`src/rtl/mux_sel_pipe_pkg.sv`:
```
// Shared defaults and types for the registered select mux and its output buffer.
package mux_sel_pipe_pkg;

  localparam int DEF_WIDTH      = 16;
  localparam int DEF_NUM_INPUTS = 10;
  localparam int DEF_SEL_W      = 5;
  localparam int BEAT_CNT_W     = 16;

  // Buffer occupancy doubles as the state of the buffer controller.
  typedef enum logic [1:0] {
    OCC_EMPTY = 2'd0,
    OCC_ONE   = 2'd1,
    OCC_FULL  = 2'd2
  } occ_e;

endpackage

```
`src/rtl/mux_sel_pipe_skid_buffer_2entry.sv`:
```
// Two-entry FIFO with a registered ready, so upstream ready never depends
// combinationally on downstream ready.
module skid_buffer_2entry
  import mux_sel_pipe_pkg::*;
#(
  parameter int WIDTH = 17
) (
  input  logic             clk,
  input  logic             reset,
  input  logic             in_valid,
  output logic             in_ready,
  input  logic [WIDTH-1:0] in_data,
  output logic             out_valid,
  input  logic             out_ready,
  output logic [WIDTH-1:0] out_data
);

  occ_e             occ_q, occ_d;
  logic [WIDTH-1:0] head_q, head_d;
  logic [WIDTH-1:0] tail_q, tail_d;
  logic             in_ready_q, in_ready_d;
  logic             push, pop;

  // Ready is held low for the whole reset cycle so nothing is accepted there.
  assign in_ready  = in_ready_q & ~reset;
  assign out_valid = (occ_q != OCC_EMPTY);
  assign out_data  = head_q;
  assign push      = in_valid & in_ready;
  assign pop       = out_valid & out_ready;

  always_comb begin
    // NOTE: every variable gets a default first so no path leaves it unassigned (no latch).
    occ_d  = occ_q;
    head_d = head_q;
    tail_d = tail_q;
    case (occ_q)
      OCC_EMPTY: begin
        if (push) begin
          head_d = in_data;
          occ_d  = OCC_ONE;
        end
      end
      OCC_ONE: begin
        if (push && pop) begin
          head_d = in_data;
        end else if (push) begin
          tail_d = in_data;
          occ_d  = OCC_FULL;
        end else if (pop) begin
          occ_d = OCC_EMPTY;
        end
      end
      OCC_FULL: begin
        if (pop) begin
          head_d = tail_q;
          occ_d  = OCC_ONE;
        end
      end
      default: occ_d = OCC_EMPTY;
    endcase
    in_ready_d = (occ_d != OCC_FULL);
  end

  always_ff @(posedge clk) begin
    // NOTE: state registers use non-blocking assignments so all flops update together.
    if (reset) begin
      occ_q      <= OCC_EMPTY;
      // NOTE: payload registers are reset too, so Output reads zero out of reset.
      head_q     <= '0;
      tail_q     <= '0;
      in_ready_q <= 1'b1;
    end else begin
      occ_q      <= occ_d;
      head_q     <= head_d;
      tail_q     <= tail_d;
      in_ready_q <= in_ready_d;
    end
  end

endmodule

```
`src/rtl/mux_sel_pipe.sv`:
```
// Registered N-input select mux: out-of-range selects yield zero and are flagged,
// results pass through a 2-entry buffer, with a sticky error bit and beat counter.
module mux_sel_pipe
  import mux_sel_pipe_pkg::*;
#(
  parameter int WIDTH      = DEF_WIDTH,
  parameter int NUM_INPUTS = DEF_NUM_INPUTS,
  parameter int SEL_W      = DEF_SEL_W
) (
  input  logic                        CLK,
  input  logic                        Reset,
  input  logic [WIDTH*NUM_INPUTS-1:0] In,
  input  logic [SEL_W-1:0]            Op,
  input  logic                        InValid,
  output logic                        InReady,
  output logic [WIDTH-1:0]            Output,
  output logic                        OutOfRange,
  output logic                        OutValid,
  input  logic                        OutReady,
  input  logic                        ErrClear,
  output logic                        ErrSticky,
  output logic [BEAT_CNT_W-1:0]       BeatCount
);

  logic [WIDTH-1:0]      sel_word;
  logic                  oor;
  logic                  accept, deliver;
  logic                  err_sticky_q, err_sticky_d;
  logic [BEAT_CNT_W-1:0] beat_count_q, beat_count_d;

  // Equality decode per input, so an unselected input can never leak into the result.
  always_comb begin
    sel_word = '0;
    for (int k = 0; k < NUM_INPUTS; k++) begin
      if (32'(Op) == k) sel_word = In[k*WIDTH +: WIDTH];
    end
  end

  assign oor = (32'(Op) >= NUM_INPUTS);

  skid_buffer_2entry #(
    .WIDTH (WIDTH + 1)
  ) u_buf (
    .clk       (CLK),
    .reset     (Reset),
    .in_valid  (InValid),
    .in_ready  (InReady),
    .in_data   ({oor, sel_word}),
    .out_valid (OutValid),
    .out_ready (OutReady),
    .out_data  ({OutOfRange, Output})
  );

  assign accept  = InValid & InReady;
  assign deliver = OutValid & OutReady;

  always_comb begin
    err_sticky_d = err_sticky_q;
    if (accept && oor)  err_sticky_d = 1'b1;
    else if (ErrClear)  err_sticky_d = 1'b0;
    beat_count_d = deliver ? beat_count_q + BEAT_CNT_W'(1) : beat_count_q;
  end

  always_ff @(posedge CLK) begin
    if (Reset) begin
      err_sticky_q <= 1'b0;
      beat_count_q <= '0;
    end else begin
      err_sticky_q <= err_sticky_d;
      beat_count_q <= beat_count_d;
    end
  end

  assign ErrSticky = err_sticky_q;
  assign BeatCount = beat_count_q;

endmodule

```
`config.mk`:
```
export PLATFORM = sky130hd
export DESIGN_NAME = mux_sel_pipe
export DESIGN_NICKNAME = d
export VERILOG_FILES = /design/src/rtl/mux_sel_pipe_pkg.sv /design/src/rtl/mux_sel_pipe_skid_buffer_2entry.sv /design/src/rtl/mux_sel_pipe.sv
export SDC_FILE = /design/constraint.sdc
export NUM_CORES = 1
export LEC_CHECK = 0
export CAP_MARGIN = 20
export CORE_UTILIZATION = 39
export CTS_CLUSTER_SIZE = 8
export DETAILED_ROUTE_END_ITERATION = 7
export HOLD_SLACK_MARGIN = 0.08
export PLACE_DENSITY = 0.81
export SLEW_MARGIN = 20
export SYNTH_ARGS = -nofsm -noshare
export SYNTH_HDL_FRONTEND = slang
export SYNTH_SLANG_ARGS = --single-unit
```
`constraint.sdc`:
```
create_clock -name CLK -period 2.8 [get_ports CLK]
set_clock_uncertainty 0.1 [all_clocks]
set_input_delay 0.42 -clock CLK [delete_from_list [all_inputs] [get_ports CLK]]
set_output_delay 0.42 -clock CLK [all_outputs]
set_load 0.03 [all_outputs]
```
Word-level counts from Yosys, hierarchy flattened

Cells that the tools add are included.

Output and inout bits: 36
Register bits: 54
Input bits: 170

Add/sub/neg operators: 1
Bitwise operators: 5
Mux-type cells: 22
Reduce and logical (&&, ||, !) cells: 9
Magnitude comparators: 1
Equal/unequal tests: 15

Operators with widths:

| kind                  | number |
|---|---|
| $mux 16               | 10 |
| $mux 17               | 3 |
| $pmux 17 s3           | 1 |
| $eq 5x3->1 const B    | 4 |
| $add 16x1->16 const B | 1 |
| $eq 5x2->1 const B    | 2 |
| $eq 5x4->1 const B    | 2 |
| $mux 2                | 5 |
| $ne 2x2->1 const B    | 3 |
| $pmux 2 s3            | 1 |
| $eq 5x1->1 const B    | 1 |
| $ge 5x4->1 const B    | 1 |
| $logic_not 5->1       | 1 |
| $reduce_and 4->1      | 1 |
| $reduce_bool 2->1     | 2 |
| $and 1x1->1           | 3 |
| $reduce_and 3->1      | 1 |
| $reduce_bool 3->1     | 1 |
| $eq 2x1->1 const B    | 1 |
| $eq 2x2->1 const B    | 1 |
| $logic_and 1x1->1     | 2 |
| $logic_not 2->1       | 1 |
| $mux 1                | 2 |
| $ne 2x1->1 const B    | 1 |
| $not 1->1             | 2 |

Logic depth before layout (Yosys ltp)

Gate-level depths: netlist (run 1).

Depth after elaboration: 13
Gate-level depth with buffers: 9
Depth with buffers taken out: 5

By module

A second synthesis (run 1) with hierarchy kept.

Cells, all modules: 467
Area, all modules: 3811.2 µm²

By module, submodules not included:

| module             | sequential area each (µm²) | times used | cells each | area each (µm²) |
|---|---|---|---|---|
| mux_sel_pipe       | 340.3                      | 1          | 296        | 2314.7 |
| skid_buffer_2entry | 740.7                      | 1          | 171        | 1496.4 |

Least setup slack after synthesis (run 1)

No wires, ideal clock.

Path type: input-to-reg
From: in Op[4]
To: reg u_buf.head_q[4] (netlist: u_buf.out_data[4])
Setup slack: 745 ps
Buffers on the path: 2
Arrival time: 1822 ps
Stages on the path: 7
Cell sequence: buf_2 or3b_4 or2_1 buf_2 o22a_1 a211oi_2 nor4_1

Longest elaborated chain between the ends: 13
Elaborated cells on any way between the ends: 23

RTL lines:

| what                       | RTL line                                                                     | text |
|---|---|---|
| start: declaration         | mux_sel_pipe.sv:13                                                           | `input logic [SEL_W-1:0] Op,` |
| $logic_not 5->1            | mux_sel_pipe.sv:35                                                           | `if (32'(Op) == k) sel_word = In[k*WIDTH +: WIDTH];` |
| $mux 16 (9 in a row)       | mux_sel_pipe.sv:35                                                           |  |
| $mux 16 *                  | mux_sel_pipe.sv:35                                                           |  |
| $mux 17 (on tied branches) | mux_sel_pipe_skid_buffer_2entry.sv:44, mux_sel_pipe_skid_buffer_2entry.sv:38 |  |
| $pmux 17 s3 *              | mux_sel_pipe_skid_buffer_2entry.sv:36                                        | `case (occ_q)` |
| end signal: assignment     | mux_sel_pipe_skid_buffer_2entry.sv:69                                        | `head_q <= '0;` |
| end signal: assignment     | mux_sel_pipe_skid_buffer_2entry.sv:74                                        | `head_q <= head_d;` |
| end: declaration           | mux_sel_pipe_skid_buffer_2entry.sv:19                                        | `logic [WIDTH-1:0] head_q, head_d;` |

Mark *: on every way between the ends. The rest lies on a longest branch, timed or not. The select of a mux whose other input is x is not followed.
A chain may end at the register's enable or synchronous reset.

Worst setup path after layout (run 1)

From: in Op[3]
To: reg u_buf.head_q[6] (netlist: u_buf.out_data[6])

Same word-level chain as after synthesis.

==> results.sh, run 1 <==
export IMPL_drc=0
export IMPL_synth_compound_area_share_pct=24.9
export IMPL_grt_max_degree=33
export IMPL_core_sq_um=9200
export IMPL_synth_nets=612
export IMPL_relSlewSlack_pct=68.7
export IMPL_final_nets=808
export IMPL_setup_viol=0
export IMPL_vias=4237
export IMPL_cp_num_buf_inv=1
export IMPL_grt_pass1_vias=4155
export IMPL_ys_types=55
export IMPL_fp_dieH_microns=99.3
export IMPL_cts_tree="built"
export IMPL_synthArstFlopShare_pct=0
export IMPL_criticalPathCategory="in -> reg"
export IMPL_worst_slew_pin_slew_ns=0.467
export IMPL_cpLargestDelayFamily="simple AND/OR/NAND/NOR gates"
export IMPL_numCtsBuffers=5
export IMPL_tns_ns=0
export IMPL_post_cts_buffers=0
export IMPL_avgSynthCellArea_sq_um=8.36
export IMPL_clock_path_buffers=2
export IMPL_yosysTopAreaCell="dfxtp_1"
export IMPL_hold_buffers=0
export IMPL_start_util_pct=40.1
export IMPL_drt_wirelength_per_cell_microns=17.2
export IMPL_synthMostInstantiatedCell="nor2_1"
export IMPL_drtIter0Drc=264
export IMPL_place_congestion=0.914
export IMPL_ir_worst_vdd_uv=183
export IMPL_synth_common_cells="nor2_1 (56), dfxtp_1 (54), a21oi_1 (25)"
export IMPL_antenna_found_initial=0
export IMPL_slew_viol_final=0
export IMPL_io_buffers=205
export IMPL_status="completed"
export IMPL_period_share_pct=81.4
export IMPL_synthAdderAreaFrac_pct=0.339
export IMPL_antenna_cells=0
export IMPL_synth_xor_area_share_pct=3.09
export IMPL_clkSlewWorstSetupHoldPaths_ns=0.10
export IMPL_critical_path_required_ns=2.89
export IMPL_leakagePower_nw=2.07
export IMPL_die_x_microns=99.3
export IMPL_yosys_top_cells_area="dfxtp_1 (29%), mux4_2 (8.5%), nor2_1 (5.7%)"
export IMPL_cp_slowest_cell="clkdlybuf4s50_1"
export IMPL_ys_flop_type="dfxtp_1"
export IMPL_dp_slack_ns=0.215
export IMPL_yosys_area_share_simple_pct=23.1
export IMPL_drt_wl_total_microns=12900
export IMPL_routed_via_density=5.66
export IMPL_min_period_ns=2.28
export IMPL_cts_root_buf="clkbuf_8"
export IMPL_synth_top_family_by_area="compound AO/OA/AOI/OAI gates"
export IMPL_crit_path_start_kind="input port"
export IMPL_seq_area_frac_synth_pct=29.3
export IMPL_end_kind="flop"
export IMPL_syn_area_sq_um=3690
export IMPL_rows=35
export IMPL_fin_ws_ns=0.520
export IMPL_synthMuxAreaShare_pct=13.2
export IMPL_layout_drive_gt1_share_pct=9.87
export IMPL_path_max_fanout=11
export IMPL_grt_total_usage_pct=26.0
export IMPL_clock_sinks=54
export IMPL_power_density_nw_per_um2=319
export IMPL_synth_seq_cells=54
export IMPL_htreeDepth=2
export IMPL_worstPathCellList="clkdlybuf4s50_1 -> or3b_4 -> or2_1 -> o22a_1 -> a21oi_1 -> o22ai_1"
export IMPL_clk_latency_ns=0.32
export IMPL_rsz0062_at_grt="no"
export IMPL_overflow=0
export IMPL_hold_viol=0
export IMPL_yosys_area_top_type_share_pct=29.3
export IMPL_dieArea_sq_um=9850
export IMPL_io_pins=206
export IMPL_ant_nets=0
export IMPL_max_freq_mhz=439
export IMPL_hpwl_microns=10500
export IMPL_firstDrtPassIters=5
export IMPL_cpPeakStageDelay_ns=0.50
export IMPL_syn_inst=441
export IMPL_grt_pass1_wl_microns=20300
export IMPL_ctsResizeCount=0
export IMPL_arrival_ns=2.37
export IMPL_yosysWarnings=0
export IMPL_hp_class="in -> reg"
export IMPL_synth_edff_count=0
export IMPL_area_growth_syn_to_layout_pct=60.4
export IMPL_maxCapViolations=0
layout make-up:
cell class                      instances  area [sq um]
Clock buffer                            6          72.6
Tap cell                              111           139
Multi-Input combinational cell        344          2380
Clock inverter                          2          13.8
Timing Repair Buffer                  227          2210
Fill cell                             808          3280
Inverter                                5          18.8
Sequential cell                        54          1080
stage by stage:
stage	instances	total power, mW	utilization, %	area, sq um	hold WS [ns]
3_5_place_dp	741	1.46	63.4	5830	0.346
3_3_place_gp	741	1.46	63.4	5830	0.338
6_report	749	1.88	64.3	5920	0.242
5_1_grt	749	1.97	64.3	5920	0.241
2_1_floorplan	441	1.12	-	3690	0.332
4_1_cts	749	1.89	64.3	5920	0.239
metal layers:
| metal | up-vias | wire length (microns) | track usage, % |
|---|---|---|---|
| met5 | - | 0 | 0 |
| met4 | 0 | 275 | 8.60 |
| met3 | 20 | 801 | 4.22 |
| met2 | 194 | 6620 | 47.5 |
| met1 | 1975 | 5150 | 30.8 |
| li1 | 2048 | - | - |
kinds of logic after synthesis:
family	count (synthesis)
mux	30
fa+ha+maj	1
simple gates	167
compound gates	133
xor+xnor	13
buf+inv	43
flops	54
registers in the layout, summed over array words and instances (netlist names):
signal	count
u_buf.out_data	17
u_buf.tail_q	17
BeatCount	16
u_buf.occ_q	2
ErrSticky	1
u_buf.in_ready_q	1
worst paths after layout:
check	from	to	slack, ns	cells after the start
min reg2reg	u_buf.out_data[16]	u_buf.out_data[16]	0.36	2
max	Op[3]	u_buf.out_data[6]	0.52	6
max reg2reg	u_buf.occ_q[0]	u_buf.out_data[1]	0.97	5
min	Reset	BeatCount[10]	0.24	2
cells in the final DEF (no fill, tap or decap), types with 10 or more instances in the layout:
master	synthesis	layout
xor2_1	10	10
buf_4	6	22
o22a_1	11	11
nand3_1	18	18
o21ai_0	10	10
dfxtp_1	54	54
o22ai_1	23	23
a211oi_1	17	17
o211ai_1	11	11
nor2_1	56	56
mux4_2	14	14
nand2_1	24	24
clkdlybuf4s50_1	0	203
a21oi_1	25	25
nor3_1	20	20
where the power goes:
group,switching (mW),internal (mW),leakage (nW)
Clock,0.259,0.177,0.0452
Combinational,0.260,0.376,1.59
Sequential,0.0186,0.794,0.438
Note: power is estimated with default switching activity, not from simulation.
==> run 2, diff against run 1 <==
==> constraint.sdc (replaced) <==
create_clock -name CLK -period 2.3 [get_ports CLK]
set_clock_uncertainty 0.1 [all_clocks]
set_input_delay 0.345 -clock CLK [delete_from_list [all_inputs] [get_ports CLK]]
set_output_delay 0.345 -clock CLK [all_outputs]
set_load 0.03 [all_outputs]
==> run 2 against run 1 <==
Highest routed layer unchanged. Design area increased by 3.3%. Via count is 1.7% higher. Sequential share of layout area decreased by 0.59 points. Register-to-register slack got worse by 0.55 ns. Critical path type unchanged.
==> results.sh, run 2 (synthesis results as in run 1) <==
export IMPL_cts_root_buf="clkbuf_8"
export IMPL_status="completed"
export IMPL_grt_max_degree=39
export IMPL_vias=4311
export IMPL_drt_wirelength_per_cell_microns=17.0
export IMPL_hold_viol=0
export IMPL_routed_via_density=5.63
export IMPL_hpwl_microns=10900
export IMPL_cts_tree="built"
export IMPL_leakagePower_nw=2.18
export IMPL_io_buffers=205
export IMPL_instances_no_fill=766
export IMPL_rsz0062_at_grt="no"
export IMPL_dieArea_sq_um=9850
export IMPL_grt_pass1_wl_microns=21200
export IMPL_clock_sinks=54
export IMPL_ant_nets=0
export IMPL_hp_class="in -> reg"
export IMPL_setup_viol=0
export IMPL_drtIter0Drc=231
export IMPL_clock_path_buffers=2
export IMPL_antenna_found_initial=0
export IMPL_firstDrtPassIters=5
export IMPL_critical_path_required_ns=2.38
export IMPL_criticalPathCategory="in -> reg"
export IMPL_antenna_cells=0
export IMPL_arrival_ns=2.21
export IMPL_grt_pass1_vias=4310
export IMPL_clk_latency_ns=0.30
export IMPL_hold_buffers=0
export IMPL_dp_slack_ns=-0.160
export IMPL_final_nets=825
export IMPL_start_util_pct=40.1
export IMPL_ir_worst_vdd_uv=271
export IMPL_final_common_cell="clkdlybuf4s50_1"
export IMPL_numCtsBuffers=5
export IMPL_worst_slew_pin_slew_ns=0.466
export IMPL_final_cell_mix="clkdlybuf4s50_1 (203), nor2_1 (56), dfxtp_1 (54)"
export IMPL_period_share_pct=92.7
export IMPL_drc=0
export IMPL_grt_total_usage_pct=26.9
export IMPL_die_x_microns=99.3
export IMPL_place_congestion=0.892
export IMPL_area_growth_syn_to_layout_pct=65.8
export IMPL_relSlewSlack_pct=68.8
export IMPL_io_pins=206
export IMPL_path_max_fanout=11
export IMPL_fin_ws_ns=0.168
export IMPL_rows=35
export IMPL_dp_cells=758
export IMPL_nFillCells=733
export IMPL_min_period_ns=2.13
export IMPL_drt_wl_total_microns=13000
export IMPL_end_kind="flop"
export IMPL_clkSlewWorstSetupHoldPaths_ns=0.09
export IMPL_hold_ws_ns=0.198
export IMPL_max_freq_mhz=469
export IMPL_layout_drive_gt1_share_pct=12.4
export IMPL_core_sq_um=9200
export IMPL_crit_path_start_kind="input port"
export IMPL_fp_dieH_microns=99.3
export IMPL_power_density_nw_per_um2=394
export IMPL_htreeDepth=2
export IMPL_maxCapViolations=0
export IMPL_slew_viol_final=0
export IMPL_overflow=0
[run 2: cell types whose count changed in the layout (fill, tap and decap cells not counted)]
cell	change
buf_4	+13
buf_12	+3
a22oi_1	-1
a22oi_2	+1
buf_6	+1
bufinv_16	+1
clkinv_2	-1
clkinv_4	-1
clkinvlp_4	+1
[run 2: final timing paths]
| kind | start | end | slack, ns | depth (start not counted) |
|---|---|---|---|---|
| hold / removal | Reset | u_buf.occ_q[0] | 0.20 | 2 |
| setup reg to reg | u_buf.occ_q[0] | u_buf.tail_q[1] | 0.42 | 4 |
| hold reg to reg | u_buf.tail_q[15] | u_buf.tail_q[15] | 0.36 | 2 |
| setup / recovery | Op[3] | u_buf.out_data[2] | 0.17 | 6 |
[run 2: layout make-up]
type                       count  area, sq um  share of cell area [%]
sequential                    54         1080                    17.7
inverter                       5         18.8                   0.307
multi-input combinational    344         2390                    39.1
timing repair buffer         244         2380                    38.9
clock inverter                 2         37.5                   0.614
tap                          111          139                    2.27
clock buffer                   6         72.6                    1.19
[run 2: critical path: stages]
cell,delay (ns)
clkdlybuf4s50_1,0.51
or3b_4,0.40
or2_1,0.38
o22a_1,0.24
a21oi_1,0.20
o22ai_1,0.12
[run 2: routing by layer]
metal | share of wire [%] | GRT usage [%] | wire (microns) | vias to the layer above
met2 | 51 | 47.9 | 6690 | 199
met1 | 38 | 32.5 | 5020 | 1997
li1 | - | - | - | 2084
met4 | 3.0 | 9.39 | 387 | 0
met5 | 0 | 0 | 0 | -
met3 | 7.3 | 5.06 | 955 | 31
[run 2: power by group]
| group | total (mW) | internal (mW) | switching, mW |
|---|---|---|---|
| registers | 0.990 | 0.967 | 0.0233 |
| logic | 0.802 | 0.478 | 0.323 |
| clock network | 0.616 | 0.325 | 0.291 |
[run 2: what timing repair did]
item	4_1_cts	5_1_grt
setup endpoints to repair	0	1
gates resized for setup	0	2
buffers inserted	0	0
[run 2: per-stage QoR]
stage                     instance area, sq um  power (mW)  TNS (ns)  util [%]
final                                     6110        2.41         0      66.5
after global routing                      6110        2.53         0      66.5
after CTS                                 6110        2.42         0      66.4
after detailed placement                  6000        1.81     -2.23      65.2
after global placement                    6000        1.80     -1.40      65.2
after floorplan                           3690        1.36         0         -
==> run 3, diff against run 2 <==
--- a/config.mk
+++ b/config.mk
@@ -6,11 +6,13 @@
 export NUM_CORES = 1
 export LEC_CHECK = 0
 export CAP_MARGIN = 20
-export CORE_UTILIZATION = 39
+export CELL_PAD_IN_SITES_DETAIL_PLACEMENT = 1
+export CELL_PAD_IN_SITES_GLOBAL_PLACEMENT = 2
+export CORE_UTILIZATION = 21
 export CTS_CLUSTER_SIZE = 8
 export DETAILED_ROUTE_END_ITERATION = 7
 export HOLD_SLACK_MARGIN = 0.08
-export PLACE_DENSITY = 0.81
+export PLACE_DENSITY = 0.82
 export SLEW_MARGIN = 20
 export SYNTH_ARGS = -nofsm -noshare
 export SYNTH_HDL_FRONTEND = slang
==> run 3 against run 2 <==
Worst setup slack worse by 0.059 ns. Sequential power about the same. Critical endpoint is now u_buf.tail_q[9]. Largest power group unchanged. Worst hold slack improved by 0.17 ns.
==> results.sh, run 3 (synthesis results as in run 1) <==
export IMPL_status="completed"
export IMPL_arrival_ns=2.25
export IMPL_hp_start="u_buf.tail_q[4]"
export IMPL_dieArea_sq_um=18100
export IMPL_cpPeakStageDelay_ns=0.48
export IMPL_drtIter0Drc=106
export IMPL_clkSlewWorstSetupHoldPaths_ns=0.07
export IMPL_core_sq_um=17200
export IMPL_wl_met1_microns=6170
export IMPL_ctsResizeCount=0
export IMPL_clk_latency_ns=0.28
export IMPL_path_max_fanout=11
export IMPL_overflow=0
export IMPL_hpwl_microns=13100
export IMPL_drt_wirelength_per_cell_microns=17.4
export IMPL_power_density_nw_per_um2=421
export IMPL_hold_depth=2
export IMPL_routed_top_layer="met4"
export IMPL_slew_viol_final=0
export IMPL_firstDrtPassIters=5
export IMPL_hold_buffers=0
export IMPL_relSlewSlack_pct=66.7
export IMPL_post_cts_buffers=0
export IMPL_fin_ws_ns=0.109
export IMPL_die_x_microns=135
export IMPL_hold_end="u_buf.tail_q[4]"
export IMPL_numCtsBuffers=5
export IMPL_rsz0062_at_grt="no"
export IMPL_dp_slack_ns=-0.221
export IMPL_grt_total_usage_pct=17.0
export IMPL_min_period_ns=2.19
export IMPL_io_pins=206
export IMPL_antenna_found_initial=0
export IMPL_cp_slowest_cell="clkdlybuf4s50_1"
export IMPL_rr_worst_depth=4
export IMPL_grt_pass1_vias=4681
export IMPL_setup_viol=0
export IMPL_layout_drive_gt1_share_pct=13.3
export IMPL_rows=48
export IMPL_r2r_start="u_buf.occ_q[0]"
export IMPL_end_kind="flop"
export IMPL_drt_wl_total_microns=15400
export IMPL_drc=0
export IMPL_fp_dieH_microns=135
export IMPL_ir_worst_vdd_uv=392
export IMPL_cts_tree="built"
export IMPL_tns_ns=0
export IMPL_clock_path_buffers=2
export IMPL_grt_pass1_wl_microns=24100
export IMPL_critical_path_required_ns=2.36
export IMPL_maxCapViolations=0
export IMPL_place_congestion=0.858
export IMPL_max_freq_mhz=456
export IMPL_final_cell_mix="clkdlybuf4s50_1 (202), nor2_1 (56), dfxtp_1 (54)"
export IMPL_htreeDepth=2
export IMPL_hold_viol=0
export IMPL_worst_slew_pin_slew_ns=0.500
export IMPL_grt_max_degree=36
export IMPL_cp_num_buf_inv=1
export IMPL_vias=4342
export IMPL_final_common_cell="clkdlybuf4s50_1"
export IMPL_io_buffers=205
export IMPL_hp_class="reg -> reg"
export IMPL_met3_length_microns=983
export IMPL_routed_via_density=4.90
export IMPL_p_total_mw=2.69
export IMPL_leakagePower_nw=2.25
export IMPL_dr_wl_met2_microns=8020
export IMPL_clock_sinks=54
export IMPL_r2r_slack_ns=0.41
export IMPL_antenna_cells=0
export IMPL_crit_path_start_kind="input port"
export IMPL_criticalPathCategory="in -> reg"
export IMPL_reg2reg_to="u_buf.tail_q[13]"
export IMPL_worstPathCellList="clkdlybuf4s50_1 -> or3b_4 -> or2_1 -> o22a_1 -> a21oi_1 -> a211oi_1"
export IMPL_cts_root_buf="clkbuf_16"
export IMPL_final_nets=832
export IMPL_start_util_pct=21.4
export IMPL_area_growth_syn_to_layout_pct=73.4
export IMPL_cpLargestDelayFamily="simple AND/OR/NAND/NOR gates"
export IMPL_period_share_pct=95.3
export IMPL_ant_nets=0
[run 3: cell count changes in the layout (fill, tap and decap cells not counted), sizes merged]
cell	previous run	this run
clkinvlp	1	0
buf	41	49
clkdlybuf4s50	203	202
[run 3: final cells by class]
type                            instances  area (sq um)
Clock inverter                          1          30.0
Fill cell                            1976         10800
Timing Repair Buffer                  251          2460
Multi-Input combinational cell        344          2380
Inverter                                5          18.8
Tap cell                              225           282
Clock buffer                            6           139
Sequential cell                        54          1080
[run 3: power breakdown]
part / leakage [nW] / total, mW / switching, mW / internal, mW
clock: 0.0829 / 0.866 / 0.328 / 0.538
combinational: 1.73 / 0.835 / 0.343 / 0.492
sequential: 0.438 / 0.991 / 0.0239 / 0.967
total: 2.25 / 2.69 / 0.695 / 2.00
[run 3: how the worst max path moves through the flow]
stage	startpoint	endpoint	slack, ns	cells past startpoint
3_3_place_gp	Op[3]	u_buf.out_data[4]	-0.1	6
4_1_cts	Op[3]	u_buf.tail_q[9]	0.09	6
6_report	Op[3]	u_buf.tail_q[9]	0.11	6
2_1_floorplan	Op[4]	u_buf.out_data[4]	0.32	7
3_5_place_dp	Op[3]	u_buf.tail_q[9]	-0.22	6
5_1_grt	Op[3]	u_buf.out_data[9]	0.04	6
[run 3: through the flow]
step                      instances  cell area [sq um]  hold slack, ns  utilization, %
after floorplan                 441               3690           0.332               -
after global placement          879               6230           0.339            36.1
after detailed placement        879               6230           0.351            36.1
after CTS                       886               6390           0.360            37.1
after global routing            886               6390           0.391            37.1
final                           886               6390           0.365            37.1
[run 3: per-layer routing]
metal / vias to the layer above / global-route usage (%)
met1: 2057 / 19.1
met3: 17 / 3.68
li1: 2097 / -
met4: 0 / 4.31
met2: 171 / 32.1
met5: - / 0
[run 3: tightest hold or removal path, cell delays in order, from the launching register on]
cell and delay (ns):
dfxtp_1 0.31, nand2_1 0.05, a21oi_1 0.05
